`config.mk`:
```
export PLATFORM = sky130hd
export DESIGN_NAME = div_param
export DESIGN_NICKNAME = d
export VERILOG_FILES = /design/src/rtl/div_param_pkg.sv /design/src/rtl/div_step.sv /design/src/rtl/div_param.sv
export SDC_FILE = /design/constraint.sdc
export NUM_CORES = 1
export LEC_CHECK = 0
export BUFFER_PORTS_ARGS = -buffer_cell sky130_fd_sc_hd__buf_2
export CORE_UTILIZATION = 40
export CTS_CLUSTER_DIAMETER = 120
export DETAILED_ROUTE_END_ITERATION = 8
export PLACE_DENSITY = 0.67
export SYNTH_ARGS = -nofsm -noshare
export SYNTH_HDL_FRONTEND = slang
export SYNTH_SLANG_ARGS = --single-unit
```
`constraint.sdc`:
```
create_clock -name clk -period 3.6 [get_ports clk]
set_input_delay 0.54 -clock clk [delete_from_list [all_inputs] [get_ports clk]]
set_output_delay 0.54 -clock clk [all_outputs]
set_load 0.01 [all_outputs]
```
`src/rtl/div_param_pkg.sv`:
```
// Shared state encodings, handshake levels and sizing helpers for the
// parametrised EX-stage divider.
package div_param_pkg;

    typedef enum logic [1:0] {
        DIV_FREE   = 2'b00,
        DIV_BYZERO = 2'b01,
        DIV_ON     = 2'b10,
        DIV_END    = 2'b11
    } div_state_e;

    localparam logic DIV_START            = 1'b1;
    localparam logic DIV_STOP             = 1'b0;
    localparam logic DIV_RESULT_READY     = 1'b1;
    localparam logic DIV_RESULT_NOT_READY = 1'b0;
    localparam logic DIV_RST_ENABLE       = 1'b0;

    // Counter must be able to hold the final iteration count itself.
    function automatic int cnt_width(input int iters);
        return $clog2(iters + 1);
    endfunction

endpackage

```
`src/rtl/div_step.sv`:
```
// One combinational restoring-division step: shift in the next dividend bit,
// trial-subtract the divisor, keep the difference when it does not go negative.
module div_step #(
    parameter int WIDTH = 32
) (
    input  logic [WIDTH-1:0] rem_in,
    input  logic [WIDTH-1:0] divisor,
    input  logic             dividend_bit,
    output logic [WIDTH-1:0] rem_out,
    output logic             q_bit
);

    logic [WIDTH:0] shifted;

    assign shifted = {rem_in, dividend_bit};
    assign q_bit   = (shifted >= {1'b0, divisor});
    // When the subtraction succeeds the true difference is below the divisor,
    // so the low WIDTH bits are exact.
    assign rem_out = q_bit ? (shifted[WIDTH-1:0] - divisor) : shifted[WIDTH-1:0];

endmodule

```
`src/rtl/div_param.sv`:
```
// Iterative signed/unsigned restoring divider retiring STEPS quotient bits per
// cycle, with the start/stop/annul handshake of the EX-stage divider.
//
//   state  | meaning
//   FREE   | idle, outputs held at zero, waiting for start
//   BYZERO | divisor was zero, canned result already loaded
//   ON     | iterating; final pass applies the sign fix-up
//   END    | result and flags presented until start is released
module div_param
    import div_param_pkg::*;
#(
    parameter int WIDTH = 32,
    parameter int STEPS = 1
) (
    input  logic               clk,
    input  logic               rst,
    input  logic               signed_div_i,
    input  logic [WIDTH-1:0]   opdata1_i,
    input  logic [WIDTH-1:0]   opdata2_i,
    input  logic               start_i,
    input  logic               annul_i,
    output logic [2*WIDTH-1:0] result_o,
    output logic               ready_o,
    output logic               busy_o,
    output logic               div_zero_o,
    output logic               overflow_o
);

    localparam int ITERS = WIDTH / STEPS;
    localparam int CNT_W = cnt_width(ITERS);
    localparam logic [CNT_W-1:0] CNT_LAST = CNT_W'(ITERS);
    localparam logic [WIDTH-1:0] MIN_VAL  = {1'b1, {(WIDTH-1){1'b0}}};

    div_state_e state, state_next;

    logic [CNT_W-1:0] cnt;
    logic [WIDTH-1:0] rem;
    logic [WIDTH-1:0] dvd;
    logic [WIDTH-1:0] dvs;
    logic             neg1, neg2;
    logic             zero_flag, ovf_flag;

    logic             start_ok;
    logic             divisor_zero;
    logic             last_iter;
    logic             neg_a, neg_b;
    logic             ovf_now;
    logic [WIDTH-1:0] mag_a, mag_b;
    logic [WIDTH-1:0] dvd_next;
    logic [STEPS-1:0] q_bits;
    logic [WIDTH-1:0] rem_chain [STEPS+1];

    assign start_ok     = (start_i == DIV_START) && !annul_i;
    assign divisor_zero = (opdata2_i == '0);
    assign last_iter    = (cnt == CNT_LAST);
    assign neg_a        = signed_div_i & opdata1_i[WIDTH-1];
    assign neg_b        = signed_div_i & opdata2_i[WIDTH-1];
    assign mag_a        = neg_a ? -opdata1_i : opdata1_i;
    assign mag_b        = neg_b ? -opdata2_i : opdata2_i;
    assign ovf_now      = signed_div_i && (opdata1_i == MIN_VAL) && (opdata2_i == '1);
    assign busy_o       = (state != DIV_FREE);

    // Dividend bits leave from the MSB while quotient bits enter at the LSB,
    // so one register serves both and ends up holding the quotient.
    assign rem_chain[0] = rem;
    for (genvar k = 0; k < STEPS; k++) begin : g_step
        div_step #(.WIDTH(WIDTH)) u_step (
            .rem_in      (rem_chain[k]),
            .divisor     (dvs),
            .dividend_bit(dvd[WIDTH-1-k]),
            .rem_out     (rem_chain[k+1]),
            .q_bit       (q_bits[STEPS-1-k])
        );
    end
    assign dvd_next = {dvd[WIDTH-1-STEPS:0], q_bits};

    always_ff @(posedge clk) begin
        if (rst == DIV_RST_ENABLE) begin
            state <= DIV_FREE;
        end else begin
            state <= state_next;
        end
    end

    always_comb begin
        state_next = state;
        case (state)
            DIV_FREE: begin
                if (start_ok) begin
                    state_next = divisor_zero ? DIV_BYZERO : DIV_ON;
                end
            end
            DIV_BYZERO: state_next = DIV_END;
            DIV_ON: begin
                if (annul_i) begin
                    state_next = DIV_FREE;
                end else if (last_iter) begin
                    state_next = DIV_END;
                end
            end
            DIV_END: begin
                if (start_i == DIV_STOP) begin
                    state_next = DIV_FREE;
                end
            end
            default: state_next = DIV_FREE;
        endcase
    end

    always_ff @(posedge clk) begin
        if (rst == DIV_RST_ENABLE) begin
            cnt        <= '0;
            rem        <= '0;
            dvd        <= '0;
            dvs        <= '0;
            neg1       <= 1'b0;
            neg2       <= 1'b0;
            zero_flag  <= 1'b0;
            ovf_flag   <= 1'b0;
            result_o   <= '0;
            ready_o    <= DIV_RESULT_NOT_READY;
            div_zero_o <= 1'b0;
            overflow_o <= 1'b0;
        end else begin
            case (state)
                DIV_FREE: begin
                    result_o   <= '0;
                    ready_o    <= DIV_RESULT_NOT_READY;
                    div_zero_o <= 1'b0;
                    overflow_o <= 1'b0;
                    if (start_ok) begin
                        neg1      <= neg_a;
                        neg2      <= neg_b;
                        zero_flag <= divisor_zero;
                        ovf_flag  <= ovf_now;
                        cnt       <= '0;
                        if (divisor_zero) begin
                            // Divide-by-zero result is fixed: remainder is the raw dividend.
                            rem <= opdata1_i;
                            dvd <= '1;
                            dvs <= '0;
                        end else begin
                            rem <= '0;
                            dvd <= mag_a;
                            dvs <= mag_b;
                        end
                    end
                end
                DIV_ON: begin
                    if (!annul_i) begin
                        if (!last_iter) begin
                            rem <= rem_chain[STEPS];
                            dvd <= dvd_next;
                            cnt <= cnt + CNT_W'(1);
                        end else begin
                            dvd <= (neg1 ^ neg2) ? -dvd : dvd;
                            rem <= neg1 ? -rem : rem;
                            cnt <= '0;
                        end
                    end
                end
                DIV_END: begin
                    if (start_i == DIV_STOP) begin
                        result_o   <= '0;
                        ready_o    <= DIV_RESULT_NOT_READY;
                        div_zero_o <= 1'b0;
                        overflow_o <= 1'b0;
                    end else begin
                        result_o   <= {rem, dvd};
                        ready_o    <= DIV_RESULT_READY;
                        div_zero_o <= zero_flag;
                        overflow_o <= ovf_flag;
                    end
                end
                default: begin
                end
            endcase
        end
    end

endmodule

```
; Word level (Yosys, flattened, before mapping)
; Index checks and enable logic that the tools add are counted.
[totals]
register_bits = 175
output_inout_bits = 68
elab_cells = 83
[op_classes]
n_addsub = 6
order_cmp = 1
n_eq_ne = 12
n_mux = 34
bitwise_logic = 3
reduce_logical = 14
[ops]
columns = cell, n
row1 = $mux W32, 14
row2 = $neg A32 Y32, 4
row3 = $pmux W32 S2, 2
row4 = $pmux W64 S2, 1
row5 = $eq A32 B32 Y1 const B, 2
row6 = $mux W64, 1
row7 = $ge A33 B32 Y1, 1
row8 = $logic_not A32 Y1, 1
row9 = $sub A32 B32 Y32, 1
row10 = $mux W6, 3
row11 = $pmux W6 S2, 1
row12 = $mux W2, 5
row13 = $ne A3 B3 Y1 const B, 3
row14 = $pmux W2 S4, 1
row15 = $reduce_and A4 Y1, 2
row16 = $add A6 B1 Y6 const B, 1
row17 = $eq A6 B6 Y1 const B, 1
row18 = $ne A2 B2 Y1 const B, 3
row19 = $pmux W1 S2, 3
row20 = $reduce_and A3 Y1, 2
row21 = $reduce_bool A2 Y1, 3
row22 = $eq A2 B2 Y1 const B, 2
row23 = $logic_and A1 B1 Y1, 3
row24 = $mux W1, 3
row25 = 6 further kinds, 7

; Logic depth before layout (Yosys ltp)
; Gate-level depths: netlist of the first run.
[depth]
word_depth = 5
ltp_mapped = 14
mapped_depth_nobuf = 13

; By module
; From an unflattened synthesis of the first run, not the netlist that was laid out.
[unflattened]
hier_cells = 1603
area_unflattened_um2 = 12409.4
[modules_own_cells]
columns = module, n_inst, cells_each, area_each_um2, seq_area_each_um2
row1 = div_param, 1, 1280, 10078.4, 3503.4
row2 = div_step, 1, 323, 2331.0, 0.0

; Worst setup path before layout of the first run
; OpenSTA, ideal clock, no wires.
[synth_timing]
kind = reg-to-reg
from = register dvd[31]
to = register rem[28]
arrival_ns = 2.590
path_slack_ns = 0.880
path_stages_with_launch = 14
n_path_buf = 0
period_less_slack_ns = 2.720
cell_sequence = dfxtp_1 inv_1 ha_1 inv_1 fa_1 a21oi_1 o21bai_1 a21oi_1 o21ai_0 a221o_1 a21oi_1 xnor2_1 a221oi_1 a31oi_1
[synth_via]
elab_chain_len = 5
elab_cells_between_ends = 6
cone_classes = add/sub: 1 / order compare: 1 / mux: 4
[synth_lines]
columns = element, line_no
row1 = from (decl), div_param.sv:38  ; logic [WIDTH-1:0] dvd;
row2 = from (signal assigned), div_param.sv:144  ; dvd <= mag_a;
row3 = from (signal assigned), div_param.sv:153  ; dvd <= dvd_next;
row4 = from (signal assigned), div_param.sv:156  ; dvd <= (neg1 ^ neg2) ? -dvd : dvd;
row5 = $sub A32 B32 Y32 / $ge A33 B32 Y1 (equally long branches), "div_step.sv:19, div_step.sv:16"
row6 = $mux W32 (*), div_step.sv:19  ; assign rem_out = q_bit ? (shifted[WIDTH-1:0] - divisor) : shifted[WIDTH-1:0];
row7 = $mux W32 (*), div_param.sv:151  ; if (!last_iter) begin
row8 = $mux W32 (*), div_param.sv:150  ; if (!annul_i) begin
row9 = $pmux W32 S2 (*), div_param.sv:125  ; case (state)
row10 = to (signal assigned), div_param.sv:139  ; rem <= opdata1_i;
row11 = to (signal assigned), div_param.sv:152  ; rem <= rem_chain[STEPS];
row12 = to (signal assigned), div_param.sv:157  ; rem <= neg1 ? -rem : rem;
row13 = to (decl), div_param.sv:37  ; logic [WIDTH-1:0] rem;
; Every way passes the cells marked *; elsewhere a longest branch is shown, timed or not. The select of a mux whose other input is x is not followed.
; A chain may end at the register's enable or synchronous reset.

; Worst setup path after layout of the first run
[layout_timing]
from = register rem[2]
to = register rem[26]
[layout_via]
elab_chain_len = 5
elab_cells_between_ends = 8
cone_classes = add/sub: 2 / order compare: 1 / mux: 5
[layout_lines]
columns = element, line_no
row1 = "$sub A32 B32 Y32, or another cell as far along", div_step.sv:19
row2 = "$mux W32, on equally long branches", "div_step.sv:19, div_param.sv:157"
row3 = $mux W32 (*), div_param.sv:151
row4 = $mux W32 (*), div_param.sv:150
row5 = $pmux W32 S2 (*), div_param.sv:125
; Marks and branches as above.

==> summary.md, run 1 <==
| Metric | Value |
|---|---|
| Clock tree from TritonCTS | `yes` |
| Number of synthesized flops with an enable pin | `0` |
| Fin cells | `between 2000 and 2500` |
| CP required | `about 4.0 ns` |
| Worst Setup Path Type | `flip-flop to flip-flop` |
| Syn_nets | `1689` |
| Residual DRC | `0` |
| WL per Instance | `20.4 um` |
| Max incr delay on CP | `0.47 ns` |
| Top post-synthesis cells by area | `dfxtp_1, a22oi_1, o21ai_0` |
| Worst vdd ir | `0.000392 V` |
| Worst Path Buf+Inv | `1` |
| CTS Hold Buffers Added | `0` |
| WP data arrival | `~3.7 ns` |
| Layout area overhead | `13.2%` |
| Finished Core Util | `45.9%` |
| Kind of cell adding the most delay to the critical path | `compound AO/OA/AOI/OAI gates` |
| Final Hold Viols | `0` |
| CP endpoint kind | `flip-flop` |
| Dpl cells | `2031` |
| Full die area | `roughly 0.032 sq mm` |
| Detailed placement HPWL | `31300 um` |
| Commonest cells in the netlist | `dfxtp_1, nand2_1, nor2_1` |
| Fin nets | `1767` |
| Max-Cap Viols | `0` |
| Die width | `178 um` |
| Setup_tns | `0 ns` |
| Die H | `between 150 and 200 um` |
| Final WS setup | `0.218 ns` |
| Seq cells post-synth | `between 150 and 200` |
| Starting DRC count in detailed routing | `around 1400` |
| Max stage delay cell, worst path | `nor2_1` |
| Post-Syn Area | `between 0.01 and 0.015 sq mm` |
| Row count | `64` |
| Cells after Synth | `1576` |
| Max Buffers Root-to-Sink | `2` |
| Pre-CTS WS | `0.343 ns` |
| Slew Viols, Final | `0` |
| Post-route ant nets | `0` |
| R2R setup slack | `~0.22 ns` |
| Final setup violation count | `0` |
| Pin count of the biggest net entering global routing | `90` |
| Clock-pin slew on the worst setup and hold paths | `roughly 0.080 ns` |
| Worst skew pair latency | `0.44 ns` |
| Fillers | `3018` |
| Post-synthesis mux area share | `2.37%` |
| CTS sink cnt | `175` |
| Syn Area/Cell | `between 7 and 8 sq um` |
| Routability cong. | `0.978` |
| Min Tclk post-route | `3.38 ns` |
| Primary FF master, synth | `dfxtp_1` |
| Routed vias | `between 10000 and 15000` |
| CP Cell Sequence | `ha_1 > nand2_1 > a211o_1 > a211oi_2 > o2111ai_1 > a31oi_1 > o21ai_2 > buf_4 > nor2_1 > nand2_1 > a31oi_1` |
| Register area share after synthesis | `28.3%` |
| DR pass1 iterations | `6` |
| Hold Path Class | `primary input to flip-flop` |
| Unrepaired setup endpoints after global routing | `false` |
| Critical path fanouts, max | `26` |
| Power density cells | `around 700 mW/mm^2` |
| Layout cells sized above 1 | `17.1%` |
| Post-Route WL | `42200 um` |
| Clock Root Buffer | `clkbuf_16` |
| Cts repair resizes | `0` |
| Main combinational cell family by area after synthesis | `compound AO/OA/AOI/OAI gates` |
| Max H-tree Level | `4` |
| Total grt overflow | `0` |
| Vias in the first global route | `11500` |
| XOR/XNOR share of the synthesized area | `under 10%` |
| Largest area contributor in the netlist | `dfxtp_1` |
| Initial Util | `40.6%` |
| Leak | `around 5.8 nW` |
| Overall Power | `9.87 mW` |
| TritonCTS Buffers | `17` |
| Most frequent cell after synthesis | `dfxtp_1` |
| Slew @ Worst Pin | `around 0.96 ns` |
| Synth warn | `0` |
| # port buffers | `136` |
| Slew headroom | `35.7%` |
| Antenna violations before repair | `0` |
| Compound-cell area share of the yosys netlist | `28.4%` |
| Outcome | `complete, no violations` |
| Ys async rst share | `0%` |
| Simple-gate share of the synthesized area | `between 20% and 30%` |
| Core Footprint | `0.0305 sq mm` |
| GRT Resource Usage Total | `around a quarter` |
| Worst clock skew | `0.0131 ns` |
| Synth top area share | `around 28%` |
| Top Ports | `137` |
| Fmax | `0.296 GHz` |
| Post-Synth Adder-Cell Area | `between 4 and 5%` |
| Library cells used by synthesis | `88` |
| First-pass GRT wire length | `65300 um` |
| Post-CTS Setup Inserts | `0` |
| Vias per std cell | `roughly 6` |
| CP startpoint kind | `flip-flop` |
| Fin crit share | `94.0%` |
layout make-up:
| type | count | area, sq um | share of cell area, % |
|---|---|---|---|
| inverter | 66 | 248 | 1.77 |
| sequential | 175 | 3500 | 25.0 |
| clock buffer | 18 | 439 | 3.13 |
| multi-input combinational | 1217 | 8170 | 58.3 |
| clock inverter | 14 | 144 | 1.03 |
| antenna | 1 | 2.50 | 0.0179 |
| tap | 396 | 495 | 3.54 |
| timing repair buffer | 177 | 1000 | 7.16 |
worst paths after layout:
kind                       startpoint                   end  cells past startpoint
setup / recovery  rem[2]$_SDFFE_PN0P_  rem[26]$_SDFFE_PN0P_                     11
hold / removal          opdata2_i[21]  dvs[21]$_SDFFE_PN0P_                      3
setup reg to reg  rem[2]$_SDFFE_PN0P_  rem[26]$_SDFFE_PN0P_                     11
hold reg to reg     neg2$_SDFFE_PN0P_     neg2$_SDFFE_PN0P_                      2
metrics by stage:
stage | hold slack [ns] | instance area (sq um)
after floorplan | 0.441 | 12400
after global placement | 0.456 | 13400
after detailed placement | 0.470 | 13400
after CTS | 0.410 | 14000
after global routing | 0.438 | 14000
final | 0.421 | 14000
metal layers:
metal	global-route usage, %	vias to the layer above	share of wire, %
met1	33.8	5872	42
met2	44.4	559	47
li1	-	5910	-
met5	0	-	0
met3	4.03	103	7.1
met4	11.5	0	3.7
report_power, final:
part,internal [mW],switching [mW]
sequential,2.17,0.337
clock,1.00,0.929
combinational,2.10,3.33
registers in the layout, summed over array words and instances (netlist names), 2 cells and up:
| signal | cells |
|---|---|
| rem | 32 |
| result_o | 64 |
| dvd | 32 |
| state | 2 |
| dvs | 32 |
| cnt | 6 |
worst min-delay path, stage by stage:
cell and delay, ns:
buf_2 0.12, o21ai_0 0.07, a311oi_1 0.08
cell usage in the layout (no fill, tap or decap), drive strengths merged, types with 16 or more instances in the layout:
cell type and count:
nor4 23, clkbuf 18, a221oi 24, nor2b 85, o211a 25, o211ai 20
o21ai 114, nor2 116, nor3 40, ha 43, xnor2 58, a22oi 75
a31oi 31, nand2 122, inv 76, a211oi 17, buf 177, nand3 34
a21oi 96, dfxtp 175, xor2 53, a21o 16, mux2 18
logic make-up after synthesis:
family,Yosys count
and+or+nand+nor,520
DFF,175
muxes,27
xor gates and xnor gates,111
adders and majority gates,44
AOI/OAI and AO/OA,515
buffers and inverters,184
No activity file was read; power rests on OpenSTA's default activity.
==> run 2: changes to the inputs <==
--- a/config.mk
+++ b/config.mk
@@ -5,6 +5,7 @@
 export SDC_FILE = /design/constraint.sdc
 export NUM_CORES = 1
 export LEC_CHECK = 0
+export ABC_AREA = 1
 export BUFFER_PORTS_ARGS = -buffer_cell sky130_fd_sc_hd__buf_2
 export CORE_UTILIZATION = 40
 export CTS_CLUSTER_DIAMETER = 120
==> run 2 against run 1 <==
Compared with the run above:
- sequential share of layout area is 2.3 points lower
- synthesized area is 9.9% higher
- maximum frequency is 5.9% higher
- critical path depth is 2 higher
- first-iteration DRC count is 3.3% lower
- via count is 21% higher
==> summary.md, run 2 <==
| Metric | Value |
|---|---|
| Full die area | `0.0347 sq mm` |
| TritonCTS Buffers | `17` |
| Die H | `around 190 um` |
| Post-Route WL | `48300 um` |
| Pre-CTS WS | `about 0.48 ns` |
| Worst skew pair latency | `around 0.45 ns` |
| Worst path depth | `13` |
| WP data arrival | `roughly 3.5 ns` |
| Cells after Synth | `2296` |
| Power density cells | `roughly 850 mW/mm^2` |
| Fillers | `3730` |
| Min Tclk post-route | `3.19 ns` |
| Slew headroom | `33.3%` |
| Max H-tree Level | `4` |
| Worst clock skew | `~0.014 ns` |
| Largest Register | `result_o` |
| Top post-synthesis cells by area | `dfxtp_1, nand2_1, inv_1` |
| Routed vias | `15100` |
| Largest area contributor in the netlist | `dfxtp_1` |
| Vias per std cell | `5.27` |
| Detailed placement HPWL | `37900 um` |
| Pin count of the biggest net entering global routing | `roughly 70` |
| Slew @ Worst Pin | `0.999 ns` |
| CP required | `3.93 ns` |
| Post-Syn Area | `0.0136 sq mm` |
| Syn Area/Cell | `between 5 and 6 sq um` |
| Top Ports | `137` |
| Worst Path Buf+Inv | `1` |
| Core Footprint | `between 0.03 and 0.04 sq mm` |
| Syn_nets | `2409` |
| Max stage delay cell, worst path | `dfxtp_1` |
| Initial Util | `between 40% and 50%` |
| Max Buffers Root-to-Sink | `2` |
| Vias in the first global route | `14000` |
| CP Cell Sequence | `ha_1 > nand2_1 > nor2_1 > nand2_1 > nor2_1 > nand3b_1 > nand3_1 > nor2_1 > nand2_1 > buf_12 > or2_2 > nand3_1 > a21oi_1` |
| Worst Setup Path Type | `flip-flop to flip-flop` |
| Outcome | `complete, no violations` |
| Clock tree from TritonCTS | `yes` |
| Register area share after synthesis | `25.8%` |
| Most frequent cell after synthesis | `nand2_1` |
| Ys async rst share | `0%` |
| Die width | `186 um` |
| CP startpoint kind | `flip-flop` |
| Unrepaired setup endpoints after global routing | `false` |
| Clock Root Buffer | `clkbuf_16` |
| First-pass GRT wire length | `76600 um` |
| Final setup violation count | `0` |
| Antenna cell count | `0` |
| Final WS setup | `0.407 ns` |
| Synth warn | `0` |
| Clock-pin slew on the worst setup and hold paths | `0.08 ns` |
| Row count | `67` |
| Layout area overhead | `13.2%` |
| # port buffers | `136` |
| Max-Cap Viols | `0` |
| Number of synthesized flops with an enable pin | `0` |
| Residual DRC | `0` |
| WL per Instance | `16.8 um` |
| Cts repair resizes | `0` |
| Antenna violations before repair | `0` |
| R2R depth | `13` |
| CP endpoint kind | `flip-flop` |
| GRT Resource Usage Total | `between 20% and 30%` |
| Total grt overflow | `0` |
| Hold Path Class | `primary input to flip-flop` |
| Leak | `7.20 nW` |
| Routability cong. | `1.00` |
| Seq cells post-synth | `175` |
| Library cells used by synthesis | `between 50 and 60` |
| Synth top area share | `25.8%` |
| Starting DRC count in detailed routing | `1316` |
| CTS Hold Buffers Added | `0` |
| Max incr delay on CP | `approximately 0.52 ns` |
| Kind of cell adding the most delay to the critical path | `simple AND/OR/NAND/NOR gates` |
| Post-CTS Setup Inserts | `0` |
| Slew Viols, Final | `0` |
| WHS Path Cells | `3` |
| Fin nets | `2519` |
| Most frequent cells in the layout | `nand2_1, inv_1, a21oi_1, nor2_1, dfxtp_1` |
| Commonest non-fill, non-tap cell in the layout | `nand2_1` |
| Worst vdd ir | `approximately 0.0006 V` |
| Layout cells sized above 1 | `a little under an eighth` |
| Post-route ant nets | `0` |
| DR pass1 iterations | `6` |
| Critical path fanouts, max | `42` |
| Max reg flops | `64` |
| Setup_tns | `0 ns` |
| Final Hold Viols | `0` |
| Fmax | `0.313 GHz` |
| Commonest cells in the netlist | `nand2_1, inv_1, a21oi_1` |
| Fin crit share | `88.7%` |
| Primary FF master, synth | `dfxtp_1` |
| CTS sink cnt | `175` |
==> run 2: changes by cell type after synthesis, sizes merged, moves of 25 or more <==
cell | previous run | this run
o211a | 25 | 0
a21oi | 96 | 216
nand2 | 122 | 680
nand3 | 34 | 163
inv | 66 | 332
nor2b | 85 | 0
nor2 | 116 | 205
a22oi | 75 | 15
==> run 2: worst reg2reg max path: cells and delay by family (launching register included) <==
family | cells | cell delay, ns
simple gates | 10 | 1.83
fa+ha+maj | 1 | 0.35
buf+inv | 1 | 0.30
flops | 1 | 0.52
compound gates | 1 | 0.07
==> run 2: power by group <==
part | switching, mW | internal (mW)
clock network | 0.933 | 0.981
registers | 0.400 | 2.24
logic | 5.86 | 2.66
total | 7.19 | 5.88
==> run 2: worst paths after layout <==
path                             from                        to  slack, ns
max               rem[7]$_SDFFE_PN0P_      rem[19]$_SDFFE_PN0P_       0.41
min                      opdata2_i[0]       dvs[0]$_SDFFE_PN0P_       0.38
max reg2reg       rem[7]$_SDFFE_PN0P_      rem[19]$_SDFFE_PN0P_       0.41
min reg2reg  result_o[2]$_SDFFE_PN0P_  result_o[2]$_SDFFE_PN0P_       0.46
==> run 2: kinds of logic (layout without fill, tap and decap cells) <==
family,after synthesis,count (layout),synth area share [%]
AO/OA/AOI/OAI,430,430,17.4
XOR/XNOR,80,80,5.15
adder cells (fa/ha/maj),44,44,4.10
flip-flops,175,175,25.8
buffers and inverters,425,547,12.0
AND/OR/NAND/NOR,1142,1142,35.5
==> run 2: final cells by class <==
cell class	instances	area (sq um)	share of cell area (%)
Tap cell	448	561	3.64
Inverter	337	1270	8.23
Multi-Input combinational cell	1696	8480	55.0
Timing Repair Buffer	179	1020	6.60
Sequential cell	175	3500	22.7
Clock buffer	18	429	2.79
Clock inverter	13	149	0.967
==> run 2: layer usage <==
| metal | part of all wire (%) | global-route usage, % | up-vias |
|---|---|---|---|
| met5 | 0 | 0 | - |
| met4 | 2.8 | 9.54 | 0 |
| met3 | 6.3 | 3.42 | 74 |
| met2 | 43 | 43.1 | 544 |
| met1 | 48 | 39.3 | 6906 |
| li1 | - | - | 7585 |
==> run 2: stage by stage <==
step	area (sq um)	cells	utilization (%)	hold WS, ns	power [mW]
after floorplan	13600	2296	-	0.438	8.66
after global routing	15400	2866	45.9	0.383	14.2
after detailed placement	14800	2835	44.2	0.454	11.1
after global placement	14800	2835	44.2	0.448	11.0
final	15400	2866	45.9	0.382	13.1
after CTS	15400	2866	45.9	0.371	13.0
